<file path="config.mk">
export PLATFORM = sky130hd
export DESIGN_NAME = branch_cond
export DESIGN_NICKNAME = d
export VERILOG_FILES = /design/src/rtl/branch_cond_pkg.sv /design/src/rtl/branch_cond_eval.sv /design/src/rtl/branch_cond.sv
export SDC_FILE = /design/constraint.sdc
export NUM_CORES = 1
export LEC_CHECK = 0
export ABC_AREA = 0
export CAP_MARGIN = 15
export CORE_MARGIN = 2
export CORE_UTILIZATION = 44
export DETAILED_ROUTE_END_ITERATION = 16
export HOLD_SLACK_MARGIN = 0.03
export PLACE_DENSITY = 0.86
export SLEW_MARGIN = 10
export SYNTH_ARGS = -nofsm -noshare
export SYNTH_HDL_FRONTEND = slang
export SYNTH_SLANG_ARGS = --single-unit
</file>
<file path="constraint.sdc">
create_clock -name clk -period 3.7 [get_ports clk]
set_input_delay 1.11 -clock clk [delete_from_list [all_inputs] [get_ports clk]]
set_output_delay 1.11 -clock clk [all_outputs]
set_load 0.01 [all_outputs]
</file>
<file path="src/rtl/branch_cond_pkg.sv">
// Pu_types: shared types and constants for the branch-condition unit.
//   Branch_bo          - 5-bit PowerPC BO field, bo[4]=BO_0 ... bo[0]=BO_4
//   Condition_register - 32-bit CR viewed as 8 fields of 4 bits (cr[field][bit])
//   BO_* constants     - bit positions inside Branch_bo
//   cr_bit_index()     - flat CR bit position selected by a BI field
package Pu_types;

  typedef logic [4:0]      Branch_bo;
  typedef logic [7:0][3:0] Condition_register;

  localparam int unsigned BO_IGNORE_COND = 32'd4;  // 1: ignore the CR bit
  localparam int unsigned BO_COND_VAL    = 32'd3;  // required CR bit value
  localparam int unsigned BO_NO_DEC      = 32'd2;  // 1: do not touch CTR
  localparam int unsigned BO_CTR_ZERO    = 32'd1;  // 1: branch when CTR==0
  localparam int unsigned BO_HINT        = 32'd0;  // prediction hint only

  // bi[1:0]=00 addresses field bit 3 (LT), 11 addresses field bit 0 (SO).
  function automatic logic [4:0] cr_bit_index(input logic [4:0] bi);
    logic [1:0] bit_in_field;
    bit_in_field = 2'd3 - bi[1:0];
    return {bi[4:2], bit_in_field};
  endfunction

endpackage

</file>
<file path="src/rtl/branch_cond_eval.sv">
// Branch_eval: purely combinational BO/BI evaluation.
//   bo_i, bi_i, cr_i  - branch fields and current condition register
//   ctr_src_i         - CTR value the decrement starts from
//   ctr_next_o        - CTR after the optional decrement
//   taken_o           - branch resolves taken; bo[0] never affects it
//   ctr_zero_o        - a decrement happened and produced 0
module Branch_eval
  import Pu_types::*;
(
  input  Branch_bo          bo_i,
  input  logic [4:0]        bi_i,
  input  Condition_register cr_i,
  input  logic [31:0]       ctr_src_i,
  output logic [31:0]       ctr_next_o,
  output logic              taken_o,
  output logic              ctr_zero_o
);

  logic [31:0] cr_flat_s;
  logic        crbit_s;
  logic        cond_ok_s;
  logic        ctr_ok_s;
  logic        ctr_nz_s;

  // Condition test, CTR decrement and final taken decision.
  always_comb begin
    cr_flat_s  = cr_i;
    crbit_s    = cr_flat_s[cr_bit_index(bi_i)];
    cond_ok_s  = bo_i[BO_IGNORE_COND] | (crbit_s == bo_i[BO_COND_VAL]);
    if (bo_i[BO_NO_DEC]) begin
      ctr_next_o = ctr_src_i;
    end else begin
      ctr_next_o = ctr_src_i - 32'd1;  // wraps 0 -> 0xFFFF_FFFF
    end
    ctr_nz_s   = (ctr_next_o != 32'd0);
    ctr_ok_s   = bo_i[BO_NO_DEC] | (ctr_nz_s ^ bo_i[BO_CTR_ZERO]);
    taken_o    = cond_ok_s & ctr_ok_s;
    ctr_zero_o = ~bo_i[BO_NO_DEC] & ~ctr_nz_s;
  end

endmodule

</file>
<file path="src/rtl/branch_cond.sv">
// branch_cond: one-stage pipelined branch-condition unit owning the CTR.
//   clk, reset (async, active low)
//   in_valid/in_ready  - request handshake; bo, bi, cr carry the request
//   ctr_we/ctr_wdata   - mtctr write port
//   ctr                - registered architectural CTR
//   out_valid/out_ready, taken, ctr_zero - registered result handshake
// Option macro BRANCH_COND_CTR_FWD_EN: forward ctr_wdata into a same-cycle
// request instead of stalling it for one cycle.
module branch_cond
  import Pu_types::*;
(
  input  logic              clk,
  input  logic              reset,
  input  logic              in_valid,
  output logic              in_ready,
  input  Branch_bo          bo,
  input  logic [4:0]        bi,
  input  Condition_register cr,
  input  logic              ctr_we,
  input  logic [31:0]       ctr_wdata,
  output logic [31:0]       ctr,
  output logic              out_valid,
  input  logic              out_ready,
  output logic              taken,
  output logic              ctr_zero
);

  logic [31:0] ctr_q, ctr_d;
  logic        out_valid_q, out_valid_d;
  logic        taken_q, taken_d;
  logic        ctr_zero_q, ctr_zero_d;

  logic [31:0] ctr_src_s;
  logic [31:0] ctr_next_s;
  logic        eval_taken_s;
  logic        eval_zero_s;
  logic        accept_s;
  logic        dec_accept_s;

  Branch_eval u_eval (
    .bo_i       (bo),
    .bi_i       (bi),
    .cr_i       (cr),
    .ctr_src_i  (ctr_src_s),
    .ctr_next_o (ctr_next_s),
    .taken_o    (eval_taken_s),
    .ctr_zero_o (eval_zero_s)
  );

  // CTR source selection and the input-side handshake.
  always_comb begin
`ifdef BRANCH_COND_CTR_FWD_EN
    if (ctr_we) begin
      ctr_src_s = ctr_wdata;
    end else begin
      ctr_src_s = ctr_q;
    end
    in_ready = ~out_valid_q | out_ready;
`else
    // A pending mtctr holds the request off so it sees the new CTR.
    ctr_src_s = ctr_q;
    in_ready  = (~out_valid_q | out_ready) & ~ctr_we;
`endif
    accept_s     = in_valid & in_ready;
    dec_accept_s = accept_s & ~bo[BO_NO_DEC];
  end

  // Next-state for CTR and the result register.
  always_comb begin
    // A decrementing accept wins over a plain CTR write; with forwarding
    // its ctr_next already starts from ctr_wdata.
    if (dec_accept_s) begin
      ctr_d = ctr_next_s;
    end else if (ctr_we) begin
      ctr_d = ctr_wdata;
    end else begin
      ctr_d = ctr_q;
    end

    if (accept_s) begin
      out_valid_d = 1'b1;
      taken_d     = eval_taken_s;
      ctr_zero_d  = eval_zero_s;
    end else if (out_ready) begin
      out_valid_d = 1'b0;
      taken_d     = taken_q;
      ctr_zero_d  = ctr_zero_q;
    end else begin
      out_valid_d = out_valid_q;
      taken_d     = taken_q;
      ctr_zero_d  = ctr_zero_q;
    end
  end

  // State registers; reset clears everything and drops any held result.
  always_ff @(posedge clk or negedge reset) begin
    if (!reset) begin
      ctr_q       <= 32'd0;
      out_valid_q <= 1'b0;
      taken_q     <= 1'b0;
      ctr_zero_q  <= 1'b0;
    end else begin
      ctr_q       <= ctr_d;
      out_valid_q <= out_valid_d;
      taken_q     <= taken_d;
      ctr_zero_q  <= ctr_zero_d;
    end
  end

  assign ctr       = ctr_q;
  assign out_valid = out_valid_q;
  assign taken     = taken_q;
  assign ctr_zero  = ctr_zero_q;

endmodule

</file>
# After elaboration in Yosys (flattened, before gate mapping)
# Cells that the tools add are included.
[totals]
inputBits = 79
ff_bits = 35
wordCells = 31
out_inout_bits = 36
[op_classes]
magnitude_cmp = 1
mux = 7
eq_ne = 1
n_bitwise = 13
addsub = 2
n_reduce_logical = 3
[ops]
columns = ["operator", "count"]
rows = [
  ["32-bit two-way mux", 3],
  ["32-bit nonzero test", 1],
  ["32-bit by 1-bit subtractor with 32-bit output (second input constant)", 1],
  ["5-bit by 6-bit less-than comparator with 1-bit output (second input constant)", 1],
  ["1-bit bitwise AND", 5],
  ["1-bit binary-select mux with 5-bit select", 1],
  ["1-bit NOT", 4],
  ["2-bit nonzero test", 2],
  ["1-bit two-way mux", 3],
  ["1-bit bitwise OR", 3],
  ["2-bit subtractor (first input constant)", 1],
  ["1-bit == test", 1],
  ["1-bit bitwise XOR", 1],
]

# Logic depth before layout (Yosys ltp)
# Gate-level depths: netlist of run 1.
[logic_depth]
ltp_word = 6
mapped_depth = 10

# Hierarchy
# Synthesis of run 1 repeated with hierarchy kept, for this count alone.
[hier_totals]
cells_unflattened = 257
hier_area_um2 = 2875.3
[modules_own_cells]
columns = ["module", "area_per_inst_um2", "seq_area_each_um2", "cells_each", "instances"]
rows = [
  ["branch_cond", 1730.4, 875.8, 114, 1],
  ["Branch_eval", 1144.8, 0.0, 143, 1],
]

# Worst setup path before layout of run 1
# OpenSTA, ideal clock, no wires.
[synth_path]
path_kind = "in2reg"
start = "input port bo[2]"
end = "register taken_q, in the netlist taken"
setup_ns = 0.094
stages = 8
slack_ns = 0.268
t_required_ns = 3.606
t_arrival_ns = 3.338
path_cell_list = "buf_6 > or4_1 > nor4b_1 > xnor2_1 > o21ai_0 > or4_4 > o311a_1 > a211oi_1"
[synth_between]
elab_chain_len = 5
[synth_rtl]
columns = ["element", "line", "text"]
rows = [
  ["start: declaration", "branch_cond.sv:16", "input Branch_bo bo,"],
  ["32-bit two-way mux", "branch_cond_eval.sv:30", "if (bo_i[BO_NO_DEC]) begin"],
  ["32-bit nonzero test", "branch_cond_eval.sv:35", "ctr_nz_s = (ctr_next_o != 32'd0);"],
  ["1-bit bitwise XOR", "branch_cond_eval.sv:36", "ctr_ok_s = bo_i[BO_NO_DEC] | (ctr_nz_s ^ bo_i[BO_CTR_ZERO]);"],
  ["1-bit bitwise OR (*)", "branch_cond_eval.sv:36", ""],
  ["1-bit bitwise AND (*)", "branch_cond_eval.sv:37", "taken_o = cond_ok_s & ctr_ok_s;"],
  ["end signal: assignment", "branch_cond.sv:105", "taken_q <= taken_d;"],
  ["end: declaration", "branch_cond.sv:30", "logic taken_q, taken_d;"],
]
# Mark *: on every way between the ends. The rest lies on a longest branch, timed or not.
# A chain may end at the register's enable or synchronous reset.

# Worst setup path after layout of run 1
# Ends and elaborated chain as after synthesis.

==> run summary, run 1 <==
The run finished with clean final reports. Time the final worst path needs with I/O delays and setup: 3610 ps. TritonCTS built the clock tree. Summing the areas of all xor and xnor instances in the mapped netlist gives 3.82% of the synthesized area. The H-tree level count is 2. The leading register cell type out of synthesis is sky130_fd_sc_hd__dfrtp_1.

Total power for the finished layout comes to 1.22 mW. The logs give 0 for the max-slew violation count and 0 for the number of buffers inserted by hold repair at cts. The total buffers and inverters traversed by the critical path came out at 1. The startpoint identified for the worst hold timing path is ctr_zero$_DFFE_PN0P_. VDD sags by at most 0.000190 V. For the number of hold-slack violations in the final timing report, the log shows 0. The leakage power of the design was 1.63 nW; the number of cells on the worst reg-to-reg path was 9. Dividing the detail-routed wire length by the instance count gives 17.6 um.

The type of the worst setup path was in2reg. Ranked by total cell area, the synthesized netlist is headed by sky130_fd_sc_hd__dfrtp_1 (32%), sky130_fd_sc_hd__mux4_2 (6.5%), sky130_fd_sc_hd__o21ai_0 (4.9%). Headroom to the max-slew limit came out at 35.3%.

Setup slack on the worst reg-to-reg path comes out at 590 ps. Number of synthesized register bits: 35. Type of the most critical hold path: reg2reg. After Yosys synthesis, and, or, nand and nor cells account for 28.7% of the synthesized area. The width of the chip works out to 83.1 um.

The startpoint identified for the worst register-to-register timing path is ctr[0]$_DFFE_PN0P_. The share of power burned in the clock network was 23.8%; the largest driver fanout on the critical path was 4. The multiplexer fraction of the synthesized cell area is 8.36%. The clock passes through at most 2 buffers.

The clock reaches the later pin of the worst-skew pair after 290 ps. The count of buffers inserted at the top-level ports came out at 113. The tools report the element type at the critical path end as a register.

The run gives 28 as the number of cell rows. The wire length of the first global-routing pass is 15600 um. After global routing the overflow that remains totals 0. The critical path required time was 3900 ps; the compound-gate portion of the synthesized area was 21.2%. The fraction of power spent switching nets was 33.0%; the maximum number of pins on one net before global-route repair was 36. Growth of design area from synthesis to finish: 54.9%. The measured slew at the worst slew-check pin was 966 ps.

The mapped netlist covers 2750 um2. CTS saw 35 sinks. For the count of different cell masters after synthesis, the log shows 60.

Dividing the final minimum period by the clock period gives 97.4%. The number of instances on the worst hold path came out at 1. The worst endpoint data arrival time is 3810 ps, and the placed wire-length estimate is 7230 um.

After Yosys synthesis, full adders, half adders and majority gates account for 0.454% of the synthesized area. The initial utilization of the core area, before any placement, comes to 46.0%. STA classifies the critical path startpoint as an input pin. During synthesis, Yosys emitted a total of 0 warnings.

The clock arrives with 7.90 ps of skew. The cell family contributing the most delay on the critical path is simple AND/OR/NAND/NOR gates. The most frequent cell after synthesis was sky130_fd_sc_hd__dfrtp_1. The slowest stage of the critical path is the sky130_fd_sc_hd__or4_1 cell.

The die covers 6910 um2. Of all cell types, the one taking the most synthesized area is sky130_fd_sc_hd__dfrtp_1. In the synthesized netlist, the cells that appear most often are sky130_fd_sc_hd__dfrtp_1 (35), sky130_fd_sc_hd__nor2_1 (30), sky130_fd_sc_hd__nand2_1 (27), sky130_fd_sc_hd__o21ai_0 (27), sky130_fd_sc_hd__a21oi_1 (20).

Across the run, the number of max-cap violations was 0. For the number of filler cells placed in the layout, the log shows 479. The power per standard cell area is 285 nW/um2, and the number of global-route vias before repair is 3177. Clock-pin slew was measured on the worst setup and hold paths at 70 ps. The post-layout instance area is 4270 um2. The number of routed nets with antenna violations is 0. Dominant combinational cell family by area after synthesis: simple AND/OR/NAND/NOR gates. Setup repair after global routing left no endpoint under its margin. The stage delay of the slowest cell on the critical path was 530 ps; the placeable core area was 5990 um2.

The detailed router finished its first iteration with 239 violations. In the final layout, the share of cells above drive strength 1 is 15.8%. Combinational cells account for 34.9% of the total power. The total via count in the routed design was 3217; the weighted congestion reported at the end of routability-driven placement was 0.897. Based on the critical path, the design can be clocked at up to 277 MHz.

For this run, the detailed router's first-pass iteration total came to 5. Synthesis produced 324 cells. In this run, synthesis inferred 0 flip-flops with an integrated enable. The critical path goes through clkdlybuf4s50_1, nor4b_4, nand2_2, or4_1, xnor2_1, or4_4, o311a_1, a211oi_1.

The path with the worst hold slack has its endpoint at ctr_zero$_DFFE_PN0P_. The post-synthesis average cell area was 8.50 um2; the average via count per standard cell was 5.99. The number of antenna violations at the first check in global routing is 0, and the total inserted antenna cells is 0.

For this design the total switching power over the nets is 402 uW. For the total DRC errors in the routed layout, the log shows 0. The routed design has 9470 um of wire. When the netlist entered floorplanning its net count stood at 404. The die boundary height came out at 83.1 um. The tools report the total internal power as 815 uW.

The cell at the root of the clock tree is sky130_fd_sc_hd__clkbuf_8. After synthesis, the share of flip-flops with an asynchronous set or reset is 100%. The sequential group share of total power came out at 41.3%.

Setup violations remaining at the end of the flow were counted as 0. Once placement finished, the instance area stood at 4160 um2. The tools report the destination of the worst register-to-register timing path as taken$_DFFE_PN0P_. Of the post-synthesis cell area, the dominant cell type holds 31.8%. During I/O placement, the number of pins put on the boundary was 115. For this run, the post-layout net count is 542.

The share of the Yosys chip area taken by registers is 31.8%. In the global route stage, overall resource usage came out at 27.4%. The number of clock buffers added by TritonCTS is 5.
how the worst max path moves through the flow:
| stage | from | end | slack (ps) | depth (start not counted) |
|---|---|---|---|---|
| finish | bo[2] | taken$_DFFE_PN0P_ | 90 | 8 |
| global route | bo[2] | ctr_zero$_DFFE_PN0P_ | 9 | 9 |
| CTS | bo[2] | taken$_DFFE_PN0P_ | 20 | 9 |
| detailed placement | bo[2] | taken$_DFFE_PN0P_ | -220 | 8 |
| global placement | bo[2] | ctr_zero$_DFFE_PN0P_ | -190 | 9 |
| floorplan | bo[2] | taken$_DFFE_PN0P_ | 270 | 8 |
through the flow:
stage          utilization [%]  setup TNS (ps)  cells  hold slack [ps]  setup WS, ps
3_3_place_gp              69.5            -376    530              465          -188
5_1_grt                   71.2               0    537              539          8.55
2_1_floorplan                -               0    324              518           268
4_1_cts                   70.9               0    537              515          24.2
6_report                  71.2               0    537              518          94.6
3_5_place_dp              69.5            -406    530              497          -219
metal layers:
metal | track usage (%) | wire (um)
met1 | 34.3 | 3810
met2 | 48.6 | 4820
met3 | 4.97 | 648
met4 | 7.30 | 179
met5 | 0 | 0
power by group through the flow:
stage / clock, mW / sequential (mW) / combinational, mW
floorplan: 0 / 0.501 / 0.182
CTS: 0.291 / 0.501 / 0.423
global placement: 0 / 0.505 / 0.410
detailed placement: 0 / 0.508 / 0.420
finish: 0.290 / 0.503 / 0.424
global route: 0.310 / 0.512 / 0.457
registers in the layout, summed over array words and instances (netlist names):
register	cells
ctr_zero	1
out_valid	1
taken	1
ctr	32
cells in the final DEF (no fill, tap or decap), types with 7 or more instances in the layout:
cell                              Yosys  final
sky130_fd_sc_hd__a21oi_1             20     20
sky130_fd_sc_hd__a221o_1              7      7
sky130_fd_sc_hd__buf_4                1     38
sky130_fd_sc_hd__clkdlybuf4s50_1      0    113
sky130_fd_sc_hd__dfrtp_1             35     35
sky130_fd_sc_hd__inv_1               14     14
sky130_fd_sc_hd__mux4_2               8      8
sky130_fd_sc_hd__nand2_1             27     27
sky130_fd_sc_hd__nand3_1             13     13
sky130_fd_sc_hd__nor2_1              30     30
sky130_fd_sc_hd__nor3_1              17     16
sky130_fd_sc_hd__nor4_1              11     10
sky130_fd_sc_hd__o21ai_0             27     27
sky130_fd_sc_hd__xnor2_1              7      7
repair_timing:
action	in CTS	in global routing
buffers inserted	0	0
setup endpoints to repair	0	2
gates resized for setup	0	3
final cells by class:
cell class	count	area (um2)	area share [%]
Inverter	14	52.6	1.23
Multi-Input combinational cell	255	1740	40.8
Clock buffer	6	82.6	1.94
Timing Repair Buffer	151	1420	33.2
Sequential cell	35	876	20.5
Clock inverter	1	5.00	0.117
Tap cell	75	93.8	2.20
cells by family (layout without fill, tap and decap cells):
group                    count (synthesis)  count (layout)
AO/OA/AOI/OAI                           88              88
buffers and inverters                   34             172
adder cells (fa/ha/maj)                  1               1
AND/OR/NAND/NOR                        141             141
XOR/XNOR                                12              12
multiplexers                            13              13
flip-flops                              35              35
No activity file was read; power rests on OpenSTA's default activity.
==> run 2: changes to the inputs <==
- ABC_CLOCK_PERIOD_IN_PS: not set -> 3800
- CORE_ASPECT_RATIO: not set -> 1.2
- clock period: 3.7 -> 3.8 ns (I/O delays scaled with it)
==> run 2 against run 1 <==
Core utilization shrank 1.0 points; cell area shrank 0.41%; total power shrank 0.50%; clock power grew 7.2%; worst hold slack lost 8.0 ps; count of clock-buffer cells in the layout grew 2; non-clock buffer count shrank 4; critical endpoint is now in_ready.
==> run summary, run 2 (synthesis gave the netlist of run 1 again) <==
The run finished with clean final reports. The number of filler cells placed in the layout is 515 (+7.5%), and the count of boundary I/O pins is 115 (unchanged). The number of global-route vias before repair is 3325 (+4.7%), and the weighted congestion reported at the end of routability-driven placement is 0.928 (+3.5%). The tools report the worst supply voltage drop on vdd as 0.000253 V (+33%). Leakage power of the design: 1.62 nW (-0.41%). The run gives 398 (+67%) as the count of routing violations after the opening detailed-route iteration.

The tools report the total via count in the routed design as 3312 (+3.0%). The library cell used most frequently in the layout, excluding fill and tap cells, is sky130_fd_sc_hd__clkdlybuf4s50_1. The run gives 7130 um (-1.5%) as the placed wire-length estimate. Share of layout cells above drive strength 1: 14.6% (-1.2 points). The tools report the worst clock skew as 3.65 ps (-4.26 ps). The logs give 0 (unchanged) for the post-CTS setup-driven buffer insertion count and 2 (unchanged) for the maximum root-to-sink buffer count. The tools report the combined global-route utilization of all metal layers as 27.8% (+0.40 points).

The number of routed nets with antenna violations came out at 0 (unchanged). The count of buffers inserted at the top-level ports was 113 (unchanged); the critical path required time was 2660 ps (-1240 ps). Counting I/O delays and the setup requirement, the final critical path takes 3590 ps. The number of hold-slack violations in the final timing report is 0 (unchanged). The width of the chip was 76.2 um (-8.3%); the overall die area was 6910 um2 (about the same). The worst slew margin relative to its limit is 34.1% (-1.3 points), and the placed cell count is 533 (+0.57%). Cell at the root of the clock tree: sky130_fd_sc_hd__clkbuf_8. For the number of buffers added by the clock tree synthesis step, the log shows 5 (unchanged). Relative to the synthesized area, the layout overhead comes to 54.3%.

The hold slack is 510 ps (-8.04 ps). The type of the worst setup path was in2out. H-tree level count: 2 (unchanged). STA classifies the critical path endpoint as an output port. The final cell count without fillers is 541 (+0.74%), and the power per standard cell area is 285 nW/um2 (about the same).

TritonCTS built the clock tree. The final setup violation count was 0 (unchanged); the clock sink count was 35 (unchanged). The count of TritonRoute iterations in the first routing pass was 6 (+1); the clock latency of the later-clocked register in the worst-skew pair was 290 ps (about the same).

The placeable core area is 6050 um2 (+1.0%). The total length of routed wires is 9620 um (+1.6%). The number of cell rows was 31 (+11%); the number of buffers inserted by hold repair at cts was 0 (unchanged). The tools report the layout net count as 538 (-0.74%). The largest driver fanout on the critical path was 4 (unchanged); the average via count per standard cell was 6.12 (+2.2%). The total inserted antenna cells is 0 (unchanged), and the clock slew at the register clock pins of the worst setup and hold paths is 70 ps (about the same). The worst setup path is launched from an input pin. The maximum number of pins on one net before global-route repair came out at 36 (unchanged).

The measured slew at the worst slew-check pin was 985 ps (+18.9 ps); the number of flip-flops in the largest register was 32 (unchanged). The run gives 0 ps (unchanged) as the sum of negative setup slack. The number of antenna violations at the first check in global routing was 0 (unchanged). The type of the most critical hold path is reg2reg.

The aggregate global routing overflow was 0 (unchanged); the total DRC errors in the routed layout was 0 (unchanged). For the initial standard-cell utilization of the core, the log shows 45.5% (-0.46 points). The max-slew violation count is 0 (unchanged), and the wire length of the first global-routing pass is 15700 um (+0.75%). The share of the clock period used by the worst path after layout was 94.6%; the sequential standard cell area was 876 um2 (unchanged).

Setup repair after global routing left no endpoint under its margin. The worst endpoint data arrival time was 2450 ps (-1360 ps). The per-cell routed wire length is 17.8 um (+0.82%), and the fmax is 278 MHz.

Die boundary height: 90.7 um (+9.1%). The top cell types in the final layout, fill and taps aside, are sky130_fd_sc_hd__clkdlybuf4s50_1 (112), sky130_fd_sc_hd__dfrtp_1 (35), sky130_fd_sc_hd__buf_4 (34), sky130_fd_sc_hd__nor2_1 (30). Number of violations of the max-capacitance limit: 0 (unchanged).

For the area occupied by multi-input gates, the log shows 1730 um2 (-0.65%).
## run 2: layout make-up
| type | instances | share of cell area, % |
|---|---|---|
| repair buffers | 147 | 32.7 |
| inverters | 14 | 1.24 |
| multi-input cells | 255 | 40.7 |
| flip-flops and latches | 35 | 20.6 |
| well taps | 82 | 2.41 |
| clock buffers | 8 | 2.36 |
## run 2: report_power, final
part,switching [mW],internal (mW)
Sequential,0.0786,0.412
Combinational,0.173,0.236
Clock,0.145,0.166
Total,0.397,0.814
## run 2: timing repair
action	4_1_cts	5_1_grt
resized for setup	0	2
endpoints found under the setup margin	0	2
hold endpoints to repair	0	0
## run 2: final timing paths
check | startpoint | endpoint | slack, ps | depth (start not counted)
setup / recovery | out_ready | in_ready | 210 | 4
hold / removal | ctr_zero$_DFFE_PN0P_ | ctr_zero$_DFFE_PN0P_ | 510 | 1
setup reg to reg | ctr[7]$_DFFE_PN0P_ | ctr_zero$_DFFE_PN0P_ | 670 | 8
hold reg to reg | ctr_zero$_DFFE_PN0P_ | ctr_zero$_DFFE_PN0P_ | 510 | 1
max in group asynchronous | reset | ctr[2]$_DFFE_PN0P_ | 2210 | 2
min in group asynchronous | reset | ctr[12]$_DFFE_PN0P_ | 1250 | 2
## run 2: critical path, cell delays in order
cell and delay [ps]:
sky130_fd_sc_hd__clkdlybuf4s50_1 450, sky130_fd_sc_hd__nand2b_1 140, sky130_fd_sc_hd__and2_1 160, sky130_fd_sc_hd__clkdlybuf4s50_1 560
## run 2: metrics by stage
step / power, mW / area (um2) / setup WS (ps) / util (%)
3_5_place_dp: 0.899 / 4140 / -239 / 68.4
3_3_place_gp: 0.888 / 4140 / -136 / 68.4
6_report: 1.21 / 4250 / 205 / 70.2
2_1_floorplan: 0.665 / 2750 / 338 / -
5_1_grt: 1.26 / 4250 / 103 / 70.2
4_1_cts: 1.21 / 4240 / 34.3 / 70.1
## run 2: metal layers
metal	wire length, um	vias up	global-route usage [%]
li1	-	1501	-
met1	3720	1574	35.0
met2	4780	196	46.4
met3	749	41	4.10
met4	370	0	14.1
met5	0	-	0
==> run 3: changes to the inputs <==
- CORE_MARGIN: 2 -> 1.5
==> run 3 against run 2 <==
Worst hold slack barely moved; clock power fell by 9.0%; count of clock-buffer cells in the layout fell by 2; core utilization barely moved; total power fell by 1.8%; largest cell class unchanged; maximum frequency fell by 1.9%; die area fell by 2.4%.
==> run summary, run 3 (synthesis gave the netlist of run 1 again) <==
The run finished with clean final reports. The tools report the overall die area as 6740 um2 (-2.4%). The average via count per standard cell was 6.07 (-0.85%); the count of boundary I/O pins was 115 (unchanged).

The logs give 0 (unchanged) for the total inserted antenna cells and 0 (unchanged) for the number of buffers inserted by hold repair at cts. The number of cell rows came out at 31 (unchanged). The library cells used most frequently in the layout, excluding fill and tap cells, are sky130_fd_sc_hd__clkdlybuf4s50_1 (113), sky130_fd_sc_hd__buf_4 (37), sky130_fd_sc_hd__dfrtp_1 (35), sky130_fd_sc_hd__nor2_1 (30). The fmax came out at 273 MHz (-1.9%).

The run gives 36 (unchanged) as the maximum number of pins on one net before global-route repair. TritonCTS built the clock tree. For the worst endpoint data arrival time, the log shows 3830 ps (+1380 ps). The total length of routed wires is 9780 um (+1.7%), and the share of the clock period used by the worst path after layout is 96.4% (+1.8 points). The startpoint identified for the worst register-to-register timing path is ctr[0]$_DFFE_PN0P_. The tools report the leakage power of the design as 1.63 nW (about the same). The count of TritonRoute iterations in the first routing pass was 6 (unchanged).

The slowest cell on the critical path was sky130_fd_sc_hd__or4_1. The category of the worst setup path launch point was an input pin. Time the final worst path needs with I/O delays and setup: 3660 ps (+69.5 ps).

The run gives 34.9% (+0.79 points) as the worst slew margin relative to its limit. The run gives 7.11 ps (+3.47 ps) as the worst clock skew. The power per standard cell area was 280 nW/um2 (-1.8%). The die boundary height came out at 89.7 um (-1.1%). The number of hold-slack violations in the final timing report was 0 (unchanged). Aggregate global routing overflow: 0 (unchanged).

The type of the worst setup path was in2reg. The stage delay of the slowest cell on the critical path was 530 ps (-30 ps). The tools report the post-layout instance area as 4250 um2 (about the same). The post-CTS setup-driven buffer insertion count is 0 (unchanged).

The maximum root-to-sink buffer count is 2 (unchanged). The growth of design area from synthesis to finish was 54.3% (about the same). For the max-slew violation count, the log shows 0 (unchanged). The cell family contributing the most delay on the critical path is simple AND/OR/NAND/NOR gates. The width of the chip is 75.2 um (-1.3%). The number of filler cells placed in the layout was 510 (-0.97%); the combined global-route utilization of all metal layers was 30.4% (+2.6 points).

For the H-tree level count, the log shows 2 (unchanged). Critical path required time: 3960 ps (+1300 ps). The placed wire-length estimate was 7350 um (+3.1%).

The per-cell routed wire length came out at 18.0 um (+1.4%). Layout net count: 541 (+0.56%). Type of the most critical hold path: reg2reg. The worst setup path is captured at a register. The largest driver fanout on the critical path works out to 3 (-1). The tools report the total via count in the routed design as 3296 (-0.48%).

The most common library cell in the layout ignoring fill and taps is sky130_fd_sc_hd__clkdlybuf4s50_1. The clock sink count is 35 (unchanged), and the clock latency of the later-clocked register in the worst-skew pair is 290 ps (about the same). The most critical setup path has its startpoint at bo[2]. The number of routed nets with antenna violations is 0 (unchanged), and the minimum setup slack in the final design is 136 ps (-69.5 ps). Setup repair after global routing left no endpoint under its margin. Worst supply voltage drop on vdd: 0.000203 V (-20%). For the overall power of the completed layout, the log shows 1.19 mW (-1.8%). The share of layout cells above drive strength 1 was 15.0% (+0.37 points); the wire length of the first global-routing pass was 15500 um (-1.1%).

The initial standard-cell utilization of the core was 45.5% (unchanged); the number of buffers added by the clock tree synthesis step was 5 (unchanged). The number of global-route vias before repair is 3225 (-3.0%), and the total DRC errors in the routed layout is 0 (unchanged). The measured slew at the worst slew-check pin was 974 ps (-11.8 ps); the clock slew at the register clock pins of the worst setup and hold paths was 70 ps (about the same). The instance area at placement is 4160 um2 (+0.54%). The number of flip-flops in the largest register works out to 32 (unchanged). The tools report the placeable core area as 6050 um2 (unchanged). For the weighted congestion reported at the end of routability-driven placement, the log shows 0.907 (-2.2%). The tools report the count of routing violations after the opening detailed-route iteration as 286 (-28%). The tools report the number of antenna violations at the first check in global routing as 0 (unchanged). The final setup violation count was 0 (unchanged); the count of buffers inserted at the top-level ports was 113 (unchanged). The tools report the post-placement setup slack as -112 ps (+127 ps). The hold path startpoint was ctr_zero$_DFFE_PN0P_. For the number of violations of the max-capacitance limit, the log shows 0 (unchanged). Traced cell by cell, the critical path runs through clkdlybuf4s50_1, nor4b_4, nand2_2, or4_1, xnor2_1, or4_4, buf_4, nor4_1, a211oi_1. Total buffers and inverters traversed by the critical path: 2 (unchanged).

The cell at the root of the clock tree is sky130_fd_sc_hd__clkbuf_8. The count of cells resized by post-cts repair is 0 (unchanged).
run 3: final cells by class:
cell class                      count  area [um2]  share of cell area [%]
Clock buffer                        6        82.6                    1.94
Clock inverter                      1        5.00                   0.118
Inverter                           14        52.6                    1.24
Multi-Input combinational cell    255        1720                    40.5
Sequential cell                    35         876                    20.6
Tap cell                           82         103                    2.41
Timing Repair Buffer              150        1410                    33.1
run 3: metal layers:
| layer | track usage [%] | wire length [um] | vias up |
|---|---|---|---|
| met4 | 13.1 | 294 | 0 |
| met2 | 52.1 | 5000 | 185 |
| met5 | 0 | 0 | - |
| met1 | 37.7 | 3820 | 1574 |
| met3 | 4.69 | 665 | 30 |
| li1 | - | - | 1507 |
run 3: power by group:
group,internal [mW],leakage (nW),switching (mW),total [mW]
logic,0.238,1.16,0.177,0.414
clock network,0.142,0.0470,0.141,0.283
registers,0.412,0.415,0.0795,0.492
run 3: final timing paths:
path / endpoint / slack (ps) / cells after the start
worst max register to register: taken$_DFFE_PN0P_ / 670 / 10
worst min-delay path: ctr_zero$_DFFE_PN0P_ / 510 / 1
worst min register to register: ctr_zero$_DFFE_PN0P_ / 510 / 1
max in group asynchronous: ctr[15]$_DFFE_PN0P_ / 2200 / 2
min in group asynchronous: ctr[12]$_DFFE_PN0P_ / 1260 / 2
worst max-delay path: taken$_DFFE_PN0P_ / 140 / 9
run 3: through the flow:
| step | std cells | hold slack [ps] | setup TNS, ps | utilization, % |
|---|---|---|---|---|
| floorplan | 324 | 518 | 0 | - |
| global placement | 536 | 470 | -123 | 68.8 |
| detailed placement | 536 | 490 | -187 | 68.8 |
| CTS | 543 | 501 | 0 | 70.2 |
| global route | 543 | 523 | 0 | 70.2 |
| finish | 543 | 509 | 0 | 70.2 |
